File: config.mk
export PLATFORM = sky130hd
export DESIGN_NAME = i2c_byte_ctrl_flat
export DESIGN_NICKNAME = d
export VERILOG_FILES = /design/src/rtl/i2c_byte_ctrl_if.sv /design/src/rtl/i2c_byte_ctrl.sv /design/src/flat_wrapper.sv
export SDC_FILE = /design/constraint.sdc
export NUM_CORES = 1
export LEC_CHECK = 0
export ABC_AREA = 0
export CAP_MARGIN = 20
export CORE_MARGIN = 1
export CORE_UTILIZATION = 50
export DETAILED_ROUTE_END_ITERATION = 10
export HOLD_SLACK_MARGIN = 0.03
export PLACE_DENSITY = 0.75
export SYNTH_ARGS = -nofsm -noshare
export SYNTH_HDL_FRONTEND = slang
export SYNTH_SLANG_ARGS = --single-unit
File: constraint.sdc
create_clock -name clk -period 5.3 [get_ports clk]
set_input_delay 1.59 -clock clk [delete_from_list [all_inputs] [get_ports clk]]
set_output_delay 1.59 -clock clk [all_outputs]
set_load 0.02 [all_outputs]
File: src/rtl/i2c_byte_ctrl_if.sv
// Purpose : host command, shift-register and pad signals of the I2C byte sequencer.
// Ports   : master = sequencer side, slave = host / shift register / pad side.
// Notes   : pure signal bundle, no logic.
interface i2c_byte_ctrl_if;
   logic cmd_valid;
   logic cmd_ready;
   logic cmd_start;
   logic cmd_stop;
   logic cmd_read;
   logic cmd_ack;
   logic sr_sda_out;
   logic sda_in;
   logic sr_en_w;
   logic sr_shift_en;
   logic sr_rw_en;
   logic scl_o;
   logic sda_o;
   logic busy;
   logic done;
   logic ack_out;

   modport master (
      input  cmd_valid, cmd_start, cmd_stop, cmd_read, cmd_ack, sr_sda_out, sda_in,
      output cmd_ready, sr_en_w, sr_shift_en, sr_rw_en, scl_o, sda_o, busy, done, ack_out
   );

   modport slave (
      output cmd_valid, cmd_start, cmd_stop, cmd_read, cmd_ack, sr_sda_out, sda_in,
      input  cmd_ready, sr_en_w, sr_shift_en, sr_rw_en, scl_o, sda_o, busy, done, ack_out
   );
endinterface

File: src/rtl/i2c_byte_ctrl.sv
// Purpose : byte-level I2C master sequencer (optional START, 8 data bits, ACK slot, optional STOP).
// Latency : accept at cycle 0, done at cycle (36 + 4*start + 4*stop)*CLK_DIV + 1.
// Backpr. : one command at a time; cmd_ready only in IDLE, cmd_valid ignored while busy.
// Ports   : clk, rst (sync, active-high); bus = i2c_byte_ctrl_if.master carrying the command
//           handshake, shift-register controls (en_w/shift_en/rw_en, sr_sda_out) and pad levels.
module i2c_byte_ctrl #(
   parameter int unsigned CLK_DIV = 4
) (
   input logic           clk,
   input logic           rst,
   i2c_byte_ctrl_if.master bus
);
   localparam int unsigned   QW   = $clog2(CLK_DIV);
   localparam logic [QW-1:0] QMAX = QW'(CLK_DIV - 1);

   typedef enum logic [2:0] {ST_IDLE, ST_START, ST_BIT, ST_ACK, ST_STOP} state_t;

   state_t        state_q, state_d;
   logic [QW-1:0] qcnt_q, qcnt_d;
   logic [1:0]    ph_q, ph_d;        // current quarter q0..q3
   logic [2:0]    bit_cnt_q, bit_cnt_d;
   logic          held_q, held_d;    // SCL left low after a byte without STOP
   logic          stop_q, stop_d;
   logic          read_q, read_d;
   logic          ack_q, ack_d;
   logic          rw_q, rw_d;
   logic          scl_q, scl_d;
   logic          sda_lvl_q, sda_lvl_d;
   logic          sda_sel_q, sda_sel_d; // 1: SDA follows the shift register output directly
   logic          en_w_q, en_w_d;
   logic          shift_q, shift_d;
   logic          done_q, done_d;
   logic          ack_out_q, ack_out_d;
   logic          tick, last;

   assign tick = (qcnt_q == QMAX);
   assign last = tick && (ph_q == 2'd3);

   always_comb begin
      state_d   = state_q;
      qcnt_d    = tick ? '0 : qcnt_q + QW'(1);
      ph_d      = ph_q + {1'b0, tick};
      bit_cnt_d = bit_cnt_q;
      held_d    = held_q;
      stop_d    = stop_q;
      read_d    = read_q;
      ack_d     = ack_q;
      rw_d      = rw_q;
      ack_out_d = ack_out_q;
      en_w_d    = 1'b0;
      shift_d   = 1'b0;
      done_d    = 1'b0;

      unique case (state_q)
         ST_IDLE: begin
            qcnt_d = '0;
            ph_d   = '0;
            if (bus.cmd_valid) begin
               stop_d    = bus.cmd_stop;
               read_d    = bus.cmd_read;
               ack_d     = bus.cmd_ack;
               rw_d      = bus.cmd_read;
               en_w_d    = !bus.cmd_read;
               bit_cnt_d = '0;
               // A free bus always needs a START before any data bit.
               state_d   = (bus.cmd_start || !held_q) ? ST_START : ST_BIT;
            end
         end
         ST_START: begin
            if (last) begin
               state_d   = ST_BIT;
               bit_cnt_d = '0;
               held_d    = 1'b1;
            end
         end
         ST_BIT: begin
            // Read samples once SCL has been high for a full quarter.
            if (read_q && tick && (ph_q == 2'd2)) shift_d = 1'b1;
            if (last) begin
               if (!read_q) shift_d = 1'b1;
               bit_cnt_d = bit_cnt_q + 3'd1;
               if (bit_cnt_q == 3'd7) state_d = ST_ACK;
            end
         end
         ST_ACK: begin
            if (tick && (ph_q == 2'd2)) ack_out_d = read_q ? 1'b0 : bus.sda_in;
            if (last) begin
               state_d = stop_q ? ST_STOP : ST_IDLE;
               done_d  = !stop_q;
            end
         end
         ST_STOP: begin
            if (last) begin
               state_d = ST_IDLE;
               held_d  = 1'b0;
               done_d  = 1'b1;
            end
         end
         default: state_d = ST_IDLE;
      endcase

      // Pad levels are computed for the state/quarter being entered so they line up with it.
      scl_d     = 1'b1;
      sda_lvl_d = 1'b1;
      sda_sel_d = 1'b0;
      unique case (state_d)
         ST_IDLE:  scl_d = !held_d;
         ST_START: begin
            scl_d     = (ph_d == 2'd0) ? !held_q : (ph_d != 2'd3);
            sda_lvl_d = !ph_d[1];
         end
         ST_BIT: begin
            scl_d     = ph_d[0] ^ ph_d[1];
            sda_sel_d = !read_d;
         end
         ST_ACK: begin
            scl_d     = ph_d[0] ^ ph_d[1];
            sda_lvl_d = read_d ? ack_d : 1'b1;
         end
         ST_STOP: begin
            scl_d     = (ph_d != 2'd0);
            sda_lvl_d = ph_d[1];
         end
         default: scl_d = 1'b1;
      endcase
   end

   always_ff @(posedge clk) begin
      if (rst) begin
         state_q   <= ST_IDLE;
         qcnt_q    <= '0;
         ph_q      <= '0;
         bit_cnt_q <= '0;
         held_q    <= 1'b0;
         stop_q    <= 1'b0;
         read_q    <= 1'b0;
         ack_q     <= 1'b0;
         rw_q      <= 1'b0;
         scl_q     <= 1'b1;
         sda_lvl_q <= 1'b1;
         sda_sel_q <= 1'b0;
         en_w_q    <= 1'b0;
         shift_q   <= 1'b0;
         done_q    <= 1'b0;
         ack_out_q <= 1'b0;
      end else begin
         state_q   <= state_d;
         qcnt_q    <= qcnt_d;
         ph_q      <= ph_d;
         bit_cnt_q <= bit_cnt_d;
         held_q    <= held_d;
         stop_q    <= stop_d;
         read_q    <= read_d;
         ack_q     <= ack_d;
         rw_q      <= rw_d;
         scl_q     <= scl_d;
         sda_lvl_q <= sda_lvl_d;
         sda_sel_q <= sda_sel_d;
         en_w_q    <= en_w_d;
         shift_q   <= shift_d;
         done_q    <= done_d;
         ack_out_q <= ack_out_d;
      end
   end

   assign bus.cmd_ready   = (state_q == ST_IDLE);
   assign bus.busy        = (state_q != ST_IDLE);
   assign bus.scl_o       = scl_q;
   // Data bits pass straight through so a shifted bit reaches the pad within the SCL-low quarter.
   assign bus.sda_o       = sda_sel_q ? bus.sr_sda_out : sda_lvl_q;
   assign bus.sr_en_w     = en_w_q;
   assign bus.sr_shift_en = shift_q;
   assign bus.sr_rw_en    = rw_q;
   assign bus.done        = done_q;
   assign bus.ack_out     = ack_out_q;
endmodule

File: src/flat_wrapper.sv
// flat-port wrapper written by rule: the top's interface ports become plain ports
module i2c_byte_ctrl_flat 
#(
   parameter int unsigned CLK_DIV = 4
)
  (clk, rst, bus_cmd_valid, bus_cmd_start, bus_cmd_stop, bus_cmd_read, bus_cmd_ack, bus_sr_sda_out, bus_sda_in, bus_cmd_ready, bus_sr_en_w, bus_sr_shift_en, bus_sr_rw_en, bus_scl_o, bus_sda_o, bus_busy, bus_done, bus_ack_out);
  i2c_byte_ctrl_if bus_i ();
  input logic clk;
  input logic rst;
  input wire logic [$bits(bus_i.cmd_valid)-1:0] bus_cmd_valid;
  input wire logic [$bits(bus_i.cmd_start)-1:0] bus_cmd_start;
  input wire logic [$bits(bus_i.cmd_stop)-1:0] bus_cmd_stop;
  input wire logic [$bits(bus_i.cmd_read)-1:0] bus_cmd_read;
  input wire logic [$bits(bus_i.cmd_ack)-1:0] bus_cmd_ack;
  input wire logic [$bits(bus_i.sr_sda_out)-1:0] bus_sr_sda_out;
  input wire logic [$bits(bus_i.sda_in)-1:0] bus_sda_in;
  output wire logic [$bits(bus_i.cmd_ready)-1:0] bus_cmd_ready;
  output wire logic [$bits(bus_i.sr_en_w)-1:0] bus_sr_en_w;
  output wire logic [$bits(bus_i.sr_shift_en)-1:0] bus_sr_shift_en;
  output wire logic [$bits(bus_i.sr_rw_en)-1:0] bus_sr_rw_en;
  output wire logic [$bits(bus_i.scl_o)-1:0] bus_scl_o;
  output wire logic [$bits(bus_i.sda_o)-1:0] bus_sda_o;
  output wire logic [$bits(bus_i.busy)-1:0] bus_busy;
  output wire logic [$bits(bus_i.done)-1:0] bus_done;
  output wire logic [$bits(bus_i.ack_out)-1:0] bus_ack_out;
  assign bus_i.cmd_valid = bus_cmd_valid;
  assign bus_i.cmd_start = bus_cmd_start;
  assign bus_i.cmd_stop = bus_cmd_stop;
  assign bus_i.cmd_read = bus_cmd_read;
  assign bus_i.cmd_ack = bus_cmd_ack;
  assign bus_i.sr_sda_out = bus_sr_sda_out;
  assign bus_i.sda_in = bus_sda_in;
  assign bus_cmd_ready = bus_i.cmd_ready;
  assign bus_sr_en_w = bus_i.sr_en_w;
  assign bus_sr_shift_en = bus_i.sr_shift_en;
  assign bus_sr_rw_en = bus_i.sr_rw_en;
  assign bus_scl_o = bus_i.scl_o;
  assign bus_sda_o = bus_i.sda_o;
  assign bus_busy = bus_i.busy;
  assign bus_done = bus_i.done;
  assign bus_ack_out = bus_i.ack_out;
  i2c_byte_ctrl #(.CLK_DIV(CLK_DIV)) u_core (.clk(clk), .rst(rst), .bus(bus_i));
endmodule
# Word-level counts from Yosys, hierarchy flattened
# Index checks and enable logic that the tools add are counted.
word_totals:
  word_cells: 98
  register_bits: 22
  output_inout_bits: 9
classes:
  reduce_logical: 25
  n_mux: 33
  bitwise: 5
  add_sub_neg: 3
  n_eq_ne: 16
ops:
  columns: ["op", "n"]
  rows:
  - ["two-way mux 3 bit", 10]
  - ["two-way mux 1 bit", 15]
  - ["one-hot mux 3 bit (5 select lines)", 1]
  - ["equality test 3 x 2 -> 1 bit, second input constant", 4]
  - ["equality test 3 bit, second input constant", 3]
  - ["one-hot mux 3 bit (3 select lines)", 1]
  - ["equality test 2 bit, second input constant", 3]
  - ["equality test 3 x 1 -> 1 bit, second input constant", 2]
  - ["logical NOT 1 bit", 6]
  - ["logical NOT 3 bit", 2]
  - ["nonzero test 3 bit", 2]
  - ["OR reduction 2 bit", 3]
  - ["OR reduction 3 bit", 2]
  - ["logical AND 1 bit", 4]
  - ["two-way mux 2 bit", 2]
  - ["inequality test 2 x 1 -> 1 bit, second input constant", 2]
  - ["inequality test 2 bit, second input constant", 2]
  - ["NOT 1 bit", 4]
  - ["one-hot mux 1 bit (2 select lines)", 2]
  - ["one-hot mux 1 bit (4 select lines)", 1]
  - ["AND reduction 2 bit", 2]
  - ["AND reduction 4 bit", 1]
  - ["adder 3 x 1 -> 3 bit, second input constant", 1]
  - ["one-hot mux 1 bit (3 select lines)", 1]
  - ["6 further kinds", 6]

# Logic depth before layout (Yosys ltp)
# Gate-level depths: netlist of run 1.
logic_depth:
  word_depth: 8
  mapped_depth: 9
  ltp_nobuf: 9

# Worst setup path before layout of run 1
# Ideal clock, no wire load.
synth_timing:
  kind: "input to output"
  from: "input bus_sr_sda_out"
  to: "output bus_sda_o"
  arrival_ns: 1.895
  stages: 1
  required_time_ns: 3.710
  path_slack_ns: 1.815
  n_path_buf: 0
  cell_sequence: "mux2_2"
synth_via:
  elab_chain_len: 1
synth_lines:
  columns: ["element", "line_no", "text"]
  rows:
  - ["start, declared", "flat_wrapper.sv:15", "input wire logic [$bits(bus_i.sr_sda_out)-1:0] bus_sr_sda_out;"]
  - ["two-way mux 1 bit", "i2c_byte_ctrl.sv:170", "assign bus.sda_o = sda_sel_q ? bus.sr_sda_out : sda_lvl_q;"]
  - ["end, declared", "flat_wrapper.sv:22", "output wire logic [$bits(bus_i.sda_o)-1:0] bus_sda_o;"]
# Every way passes these cells.

# Final worst setup path of run 1
# Same ends and word-level chain as after synthesis.

==> results of run 1 <==
[placed cells by master, fill, tap and decap left out, types with 3 or more instances in the layout]
cell type / synthesis / layout
a31oi_1: 3 / 3
inv_1: 5 / 5
mux2i_1: 4 / 4
nand3_1: 6 / 6
nor3_1: 6 / 6
dfxtp_1: 22 / 22
clkbuf_4: 0 / 3
o21ai_0: 4 / 4
nand2_1: 9 / 9
clkdlybuf4s50_1: 0 / 17
xnor2_1: 3 / 3
nor2_1: 14 / 14
a21oi_1: 8 / 8
ha_1: 6 / 6
[per-layer routing]
metal  wire length, um  up-vias
li1                  -      479
met1              1040      432
met2              1050       33
met3               105        2
met4                16        0
met5                 0        -
[cell type report]
class,count,area share
clock buffers,3,0.0170
clock inverters,1,0.0227
inverters,5,0.0142
multi-input cells,92,0.460
flip-flops and latches,22,0.332
well taps,27,0.0255
repair buffers,17,0.128
[Yosys cell counts (2+ instances only)]
| master | number |
|---|---|
| buf_4 | 2 |
| nand2_1 | 9 |
| nor2_1 | 14 |
| ha_1 | 6 |
| o21ai_0 | 4 |
| inv_1 | 5 |
| dfxtp_1 | 22 |
| nor3_1 | 6 |
| or3_1 | 2 |
| xnor2_1 | 3 |
| nor4b_1 | 2 |
| and3_1 | 2 |
| a21boi_0 | 2 |
| and4b_1 | 2 |
| a21oi_1 | 8 |
| nor2b_1 | 2 |
| a22oi_1 | 2 |
| mux2i_1 | 4 |
| nor4_1 | 2 |
| buf_6 | 3 |
| nand3_1 | 6 |
| a31oi_1 | 3 |
[sequential cells by signal, indices dropped and copies added, names as in the netlist, 2 cells and up]
register and cells:
u_core.qcnt_q 2, u_core.ph_q 2, u_core.bit_cnt_q 3, u_core.state_q 3
[through the flow]
| stage | setup slack, ns | cell area, um^2 | power (mW) | cells | util |
|---|---|---|---|---|---|
| 2_1_floorplan | 1.81 | 1130 | 0.238 | 126 | - |
| 3_3_place_gp | 0.947 | 1270 | 0.258 | 163 | 0.623 |
| 3_5_place_dp | 0.934 | 1270 | 0.259 | 163 | 0.623 |
| 4_1_cts | 0.939 | 1330 | 0.386 | 167 | 0.649 |
| 5_1_grt | 0.918 | 1330 | 0.402 | 167 | 0.649 |
| 6_report | 0.946 | 1330 | 0.382 | 167 | 0.649 |
[final timing paths]
kind	endpoint	slack [ns]
max	bus_sda_o	0.95
min	u_core.qcnt_q[0]	0.45
max reg2reg	u_core.bus.scl_o	3.22
min reg2reg	u_core.qcnt_q[0]	0.45
[kinds of logic (layout without fill, tap and decap cells)]
| group | after synthesis | count (layout) | share of synthesized area |
|---|---|---|---|
| XOR/XNOR | 4 | 4 | 0.0309 |
| AO/OA/AOI/OAI | 24 | 24 | 0.139 |
| buffers and inverters | 12 | 26 | 0.0739 |
| multiplexers | 5 | 5 | 0.0453 |
| AND/OR/NAND/NOR | 53 | 53 | 0.256 |
| flip-flops | 22 | 22 | 0.389 |
| adder cells (fa/ha/maj) | 6 | 6 | 0.0662 |
[worst reg2reg max path: cells and delay by family, from the launching register on]
kind            cells  cell delay, ns
simple gates        3            0.85
flops               1            0.48
compound gates      2            0.31
fa+ha+maj           1            0.19
buf+inv             1            0.12
[where the power goes]
group	internal, mW	switching (mW)	total [mW]
Clock	0.0765	0.0500	0.126
Sequential	0.174	0.00984	0.184
Combinational	0.0327	0.0394	0.0721
Total	0.283	0.0992	0.382
==> impl_metrics.csv, run 1 <==
group,metric,value,unit
worst_hold_path,hold_depth,1,
synth,ys_seq_area_frac,0.389,
die,initial_core_util,0.555,
synth,synth_top_flop_cell,"dfxtp_1",
synth,synthesis.nets,141,
finish,antenna_cells,0,
setup_path,end_kind,"output port",
global_route,grt_first_pass_wirelength,3780,um
finish,fin_nets,156,
synth,ys_warn_count,0,
global_route,met3_usage,0.0340,
setup_path,path_cells,"clkdlybuf4s50_1 > mux2_2 > clkdlybuf4s50_1",
global_route,antenna_found_initial,0,
setup_path,startpoint,"bus_sr_sda_out",
die,die-area,2460,um^2
synth,synth_edf_count,0,
clock_tree,clkTransAtPathRegs,0.12,ns
clock_tree,post-cts-setup-buffers,0,
worst_hold_path,hold_start,"u_core.qcnt_q[0]",
run,maxCapViolations,0,
global_route,met2_usage,0.311,
place,hpwl,1590,um
timing,period_needed,4.35,ns
route,vias,946,
power_and_ir_drop,ir_drop,0.285,mV
die,die_x,49.6,um
clock_tree,cts_made_buffers,3,
synth,yosysTopAreaCell,"dfxtp_1",
setup_path,worst-setup-path-type,"in2out",
global_route,grt_overflow,0,
route,drt-vias-per-instance,5.66,
setup_path,worst_r2r_startpoint,"u_core.state_q[2]",
global_route,grt_max_degree,22,
die,core_area,2040,um^2
setup_path,critical_path.max_stage_delay,0.53,ns
die,rows,16,
synth,yosysUniqueCellTypes,37,
route,drtPass1Iterations,4,
power_and_ir_drop,p_leak,0.517,nW
status,outcome,"completed",
setup_path,critPathTopFamily,"buffers and inverters",
clock_tree,cts_resized,0,
setup_path,r2r_cells,7,
clock_tree,htreeDepth,1,
clock_tree,holdBufCountCts,0,
route,avgRoutedWirePerCell,13.3,um
setup_path,critPathMaxFanout,1,
timing,fmax,230,MHz
synth,syn_area,1130,um^2
clock_tree,tritoncts,"yes",
timing,report.final.slew_viol_count,0,
timing,rsz0062_at_grt,"false",
setup_path,critPathArrivalTime,2.76,ns
power_and_ir_drop,p_per_area,289,nW/um^2
synth,postSynthAreaPerCell,9.00,um^2
place,place_congestion,0.793,
die,num_io_pins,18,
clock_tree,clkLatencyLatePin,0.31,ns
route,routed_wl,2210,um
global_route,met1_usage,0.266,
setup_path,path_buf_inv,2,
route,drt_iter0_markers,27,
finish,fill_cells,189,
place,io_buffers,17,
finish,syn2layout_area_growth,16.9,%
synth,synthArstFlopShare,0,
clock_tree,cts-root-buf,"clkbuf_4",
synth,synth.area.top_cells,"dfxtp_1 (39%), ha_1 (6.6%), nor2_1 (4.6%), a21oi_1 (3.5%), mux2i_1 (3.5%)",
setup_path,start_kind,"input pin",
finish,regArea,440,um^2
setup_path,cp_common_cell,"clkdlybuf4s50_1",
timing,slew_headroom,0.484,
synth,synth_cells,126,
timing,holdWs,0.448,ns
setup_path,critPathRequiredTime,3.71,ns
finish,drive_gt1_frac,0.0714,
synth,yosysTopAreaCellShare,0.389,
clock_tree,clockBufferDepth,2,
setup_path,cp.depth,3,
worst_hold_path,min_path_type,"reg2reg",
synth,synth-seq-cells,22,
timing,skew,0.0111,ns
timing,tns,0,ns
global_route,busiest_layer,"met2",
route,remaining_drc_errors,0,
die,die_h,49.6,um
global_route,grt_pass1_vias,870,
timing,fin_crit_sh,0.822,
route,detail-route-antenna-nets,0,
finish,multi_input_area,609,um^2
global_route,grt.total_usage,0.201,
setup_path,crit_slowest_cell,"clkdlybuf4s50_1",
clock_tree,cts_sinks,22,
timing,finalHoldViolCount,0,
timing,finalSetupViolations,0,
timing,worst_pin_slew,0.771,ns
(Power assumes the default switching activity.)
==> run 2, diff against run 1 <==
--- a/config.mk
+++ b/config.mk
@@ -8,10 +8,10 @@
 export ABC_AREA = 0
 export CAP_MARGIN = 20
 export CORE_MARGIN = 1
-export CORE_UTILIZATION = 50
+export CORE_UTILIZATION = 47
 export DETAILED_ROUTE_END_ITERATION = 10
 export HOLD_SLACK_MARGIN = 0.03
-export PLACE_DENSITY = 0.75
+export PLACE_DENSITY = 0.74
 export SYNTH_ARGS = -nofsm -noshare
 export SYNTH_HDL_FRONTEND = slang
 export SYNTH_SLANG_ARGS = --single-unit
==> constraint.sdc (replaced) <==
create_clock -name clk -period 3.83 [get_ports clk]
set_input_delay 1.149 -clock clk [delete_from_list [all_inputs] [get_ports clk]]
set_output_delay 1.149 -clock clk [all_outputs]
set_load 0.02 [all_outputs]
==> run 2 against run 1 <==
Effect of this change:
- global-route usage up 1.2 points
- cell count up 1.2%
- wire length up 4.9%
- sequential share of layout area down 0.22 points
- critical path depth unchanged
- combinational power up 46%
- clock power up 41%
- die area up 6.1%
- total power up 40%
- worst hold slack worse by 0.0041 ns
- first-iteration DRC count down 3.7%
==> impl_metrics.csv, run 2 (synthesis results as in run 1) <==
group,metric,value,unit
clock_tree,cts-root-buf,"clkbuf_4",
clock_tree,tritoncts,"yes",
timing,finalHoldViolCount,0,
finish,antenna_cells,0,
route,remaining_drc_errors,0,
die,die_h,51.1,um
finish,syn2layout_area_growth,17.7,%
power_and_ir_drop,ir_drop,0.307,mV
clock_tree,cts_resized,0,
clock_tree,post-cts-setup-buffers,0,
place,place_congestion,0.812,
timing,worst_pin_slew,0.815,ns
setup_path,critPathMaxFanout,1,
power_and_ir_drop,total_power,537,uW
finish,design_area,1330,um^2
global_route,antenna_found_initial,0,
finish,fin_util,0.597,
worst_hold_path,min_path_type,"reg2reg",
route,detail-route-antenna-nets,0,
clock_tree,clkLatencyLatePin,0.32,ns
timing,skew,0.0127,ns
timing,finalSetupViolations,0,
status,outcome,"completed",
die,core_area,2230,um^2
setup_path,path_cells,"clkdlybuf4s50_1 > mux2_2 > clkdlybuf4s50_1",
route,routed_wl,2320,um
clock_tree,clockBufferDepth,2,
power_and_ir_drop,p_leak,0.522,nW
clock_tree,clkTransAtPathRegs,0.13,ns
global_route,grt.total_usage,0.213,
place,io_buffers,17,
timing,tns,0,ns
global_route,grt_max_degree,22,
timing,fin_crit_sh,0.909,
setup_path,worst-setup-path-type,"in2out",
route,drt_iter0_markers,26,
route,drt-vias-per-instance,5.76,
run,maxCapViolations,0,
route,drtPass1Iterations,4,
clock_tree,cts_sinks,22,
global_route,grt_pass1_vias,963,
global_route,grt_overflow,0,
finish,layout_commonest_cell,"dfxtp_1",
power_and_ir_drop,p_per_area,403,nW/um^2
die,initial_core_util,0.508,
global_route,grt_first_pass_wirelength,4080,um
setup_path,cp_common_cell,"clkdlybuf4s50_1",
setup_path,start_kind,"input pin",
clock_tree,htreeDepth,1,
timing,rsz0062_at_grt,"false",
route,vias,973,
finish,fin_nets,157,
die,die_x,51.1,um
clock_tree,cts_made_buffers,3,
setup_path,critPathArrivalTime,2.33,ns
finish,layout_common_cells,"dfxtp_1 (22), clkdlybuf4s50_1 (17), nor2_1 (14)",
die,rows,17,
setup_path,critPathTopFamily,"buffers and inverters",
finish,drive_gt1_frac,0.0780,
die,num_io_pins,18,
die,die-area,2610,um^2
place,hpwl,1730,um
setup_path,crit_slowest_cell,"clkdlybuf4s50_1",
setup_path,critPathRequiredTime,2.68,ns
timing,period_needed,3.48,ns
setup_path,critical_path.max_stage_delay,0.53,ns
setup_path,path_buf_inv,2,
timing,report.final.slew_viol_count,0,
setup_path,end_kind,"output port",
route,avgRoutedWirePerCell,13.7,um
clock_tree,holdBufCountCts,0,
place,place_area,1280,um^2
finish,top_regs,"u_core.bit_cnt_q: 3 flops, u_core.state_q: 3 flops",
timing,slew_headroom,0.455,
timing,fmax,287,MHz
## run 2: changes by cell type in the layout (fill, tap and decap cells not counted), sizes merged
cell	change
buf	+1
## run 2: cell type report
cell class | instances | area, um^2
clock buffers | 3 | 22.5
clock inverters | 1 | 30.0
fillers | 202 | 900
inverters | 5 | 18.8
multi-input cells | 92 | 609
flip-flops and latches | 22 | 440
well taps | 28 | 35.0
repair buffers | 18 | 178
## run 2: stage by stage
stage | instances | hold WS (ns) | setup slack (ns)
CTS | 169 | 0.444 | 0.347
finish | 169 | 0.444 | 0.349
global route | 169 | 0.467 | 0.324
global placement | 165 | 0.414 | 0.360
floorplan | 126 | 0.408 | 1.23
detailed placement | 165 | 0.426 | 0.353
## run 2: worst reg2reg max path, delay by kind of cell (launching register included)
family / cells / cell delay (ns)
AO/OA/AOI/OAI: 1 / 0.16
adder cells (fa/ha/maj): 1 / 0.22
buffers and inverters: 2 / 0.29
flip-flops: 1 / 0.64
multiplexers: 2 / 0.31
AND/OR/NAND/NOR: 2 / 0.38
## run 2: per-layer routing
metal | vias to the layer above | global-route usage | share of wire | routed length (um)
li1 | 479 | - | - | -
met1 | 450 | 0.250 | 0.44 | 1030
met2 | 36 | 0.349 | 0.47 | 1090
met3 | 8 | 0.0625 | 0.058 | 135
met4 | 0 | 0.111 | 0.028 | 66
met5 | - | 0 | 0 | 0
## run 2: worst paths after layout
check                                        end              start  slack (ns)  depth (start not counted)
worst min-delay path            u_core.qcnt_q[0]   u_core.qcnt_q[0]        0.44                          1
worst max register to register  u_core.bus.scl_o  u_core.state_q[2]        1.78                          8
worst min register to register  u_core.qcnt_q[0]   u_core.qcnt_q[0]        0.44                          1
worst max-delay path                   bus_sda_o     bus_sr_sda_out        0.35                          3
## run 2: where the power goes
group          leakage (nW)  internal [mW]  switching [mW]
clock                0.0279          0.106          0.0720
sequential            0.179          0.241          0.0138
combinational         0.315         0.0476          0.0569
total                 0.522          0.394           0.143
==> run 3, diff against run 2 <==
--- a/config.mk
+++ b/config.mk
@@ -12,6 +12,7 @@
 export DETAILED_ROUTE_END_ITERATION = 10
 export HOLD_SLACK_MARGIN = 0.03
 export PLACE_DENSITY = 0.74
+export REMOVE_ABC_BUFFERS = 1
 export SYNTH_ARGS = -nofsm -noshare
 export SYNTH_HDL_FRONTEND = slang
 export SYNTH_SLANG_ARGS = --single-unit
==> run 3 against run 2 <==
Effect of this change:
- combinational power decreased by 4%
- clock skew decreased by 0.0044 ns
- wire length decreased by 0.52%
- register-to-register slack improved by 0.04 ns
- via count rose by 0.21%
==> impl_metrics.csv, run 3 (synthesis results as in run 1) <==
group,metric,value,unit
status,outcome,"completed",
clock_tree,clkTransAtPathRegs,0.11,ns
setup_path,path_buf_inv,2,
worst_hold_path,min_path_type,"reg2reg",
clock_tree,cts_sinks,22,
global_route,grt_pass1_vias,861,
route,routed_wl,2310,um
die,die-area,2610,um^2
clock_tree,htreeDepth,1,
power_and_ir_drop,p_per_area,366,nW/um^2
setup_path,crit_slowest_cell,"clkdlybuf4s50_1",
setup_path,critPathMaxFanout,1,
finish,layout.cells.non_filler,169,
power_and_ir_drop,p_leak,0.515,nW
setup_path,critPathRequiredTime,2.68,ns
timing,report.final.slew_viol_count,0,
finish,multi_input_area,609,um^2
clock_tree,clkLatencyLatePin,0.31,ns
timing,fin_ws,0.358,ns
clock_tree,tritoncts,"yes",
setup_path,critical_path.max_stage_delay,0.53,ns
finish,layout_common_cells,"dfxtp_1 (22), clkdlybuf4s50_1 (17), nor2_1 (14)",
timing,worst_pin_slew,0.556,ns
timing,fin_crit_sh,0.906,
setup_path,worst-setup-path-type,"in2out",
timing,skew,0.00824,ns
clock_tree,cts_resized,0,
setup_path,critPathTopFamily,"buffers and inverters",
power_and_ir_drop,swShare,0.285,
place,place_congestion,0.833,
finish,drive_gt1_frac,0.0780,
die,initial_core_util,0.508,
timing,rsz0062_at_grt,"false",
route,avgRoutedWirePerCell,13.7,um
die,die_h,51.1,um
clock_tree,post-cts-setup-buffers,0,
setup_path,cp_common_cell,"clkdlybuf4s50_1",
timing,fmax,288,MHz
timing,period_needed,3.47,ns
route,drt_iter0_markers,16,
place,hpwl,1760,um
route,remaining_drc_errors,0,
run,maxCapViolations,0,
setup_path,path_cells,"clkdlybuf4s50_1 > mux2_2 > clkdlybuf4s50_1",
clock_tree,cts-root-buf,"clkbuf_4",
route,detail-route-antenna-nets,0,
global_route,grt_first_pass_wirelength,3860,um
finish,antenna_cells,0,
timing,slew_headroom,0.628,
route,routed-wl-met2,1130,um
place,io_buffers,17,
power_and_ir_drop,p_int,345,uW
clock_tree,clockBufferDepth,2,
power_and_ir_drop,switchingPower,137,uW
route,drtPass1Iterations,6,
route,wl_met1,984,um
setup_path,critPathArrivalTime,2.32,ns
global_route,antenna_found_initial,0,
die,num_io_pins,18,
finish,fin_nets,157,
die,core_area,2230,um^2
global_route,grt_max_degree,17,
finish,fill_cells,210,
place,dp.cells,165,
timing,finalHoldViolCount,0,
power_and_ir_drop,ir_drop,0.342,mV
timing,holdWs,0.443,ns
power_and_ir_drop,seq_power_share,0.529,
timing,tns,0,ns
finish,layout_commonest_cell,"dfxtp_1",
timing,finalSetupViolations,0,
clock_tree,cts_made_buffers,3,
power_and_ir_drop,comb_power_share,0.209,
setup_path,end_kind,"output port",
finish,syn2layout_area_growth,16.2,%
power_and_ir_drop,p_clk_frac,0.262,
route,drt-vias-per-instance,5.77,
global_route,grt.total_usage,0.202,
setup_path,start_kind,"input pin",
route,vias,975,
place,place_ws,0.349,ns
global_route,grt_overflow,0,
route,highest_layer,"met4",
finish,top_regs,"u_core.bit_cnt_q: 3 flops, u_core.state_q: 3 flops",
die,rows,17,
die,die_x,51.1,um
finish,regArea,440,um^2
clock_tree,holdBufCountCts,0,
route,met3WireLength,174,um
## run 3: cell types whose count changed in the layout (fill, tap and decap cells not counted), sizes merged
cell / before / now
bufinv: 1 / 0
clkbuf: 3 / 4
## run 3: final timing paths
kind / start / endpoint / slack (ns) / depth (start not counted)
hold / removal: u_core.qcnt_q[0] / u_core.qcnt_q[0] / 0.44 / 1
setup / recovery: bus_sr_sda_out / bus_sda_o / 0.36 / 3
setup reg to reg: u_core.state_q[2] / u_core.bus.scl_o / 1.82 / 7
hold reg to reg: u_core.qcnt_q[0] / u_core.qcnt_q[0] / 0.44 / 1
## run 3: metal layers
layer	vias to the layer above	global-route usage
li1	484	-
met1	455	0.249
met2	34	0.338
met3	2	0.0625
met4	0	0.0509
met5	-	0
## run 3: metrics by stage
| stage | utilization | total power [mW] | cell area [um^2] |
|---|---|---|---|
| floorplan | - | 0.317 | 1070 |
| global placement | 0.574 | 0.357 | 1280 |
| detailed placement | 0.574 | 0.360 | 1280 |
| CTS | 0.590 | 0.483 | 1320 |
| global route | 0.590 | 0.509 | 1320 |
| finish | 0.590 | 0.482 | 1320 |
## run 3: worst reg2reg max path, stage by stage, from the launching register on
cell and delay [ns]:
dfxtp_1 0.48, nor3_2 0.56, nor2_1 0.18, inv_1 0.11
ha_1 0.19, mux2i_1 0.21, mux2i_1 0.08, o21ai_0 0.14
## run 3: power by group through the flow
stage,logic (mW),registers (mW),clock network [mW]
floorplan,0.0571,0.260,0
global placement,0.0980,0.259,0
detailed placement,0.100,0.260,0
CTS,0.100,0.255,0.128
global route,0.111,0.257,0.140
finish,0.101,0.255,0.127
## run 3: layout make-up
| type | instances | area share |
|---|---|---|
| inverter | 5 | 0.0142 |
| tap | 28 | 0.0266 |
| timing repair buffer | 18 | 0.135 |
| sequential | 22 | 0.334 |
| multi-input combinational | 92 | 0.462 |
| clock buffer | 4 | 0.0275 |
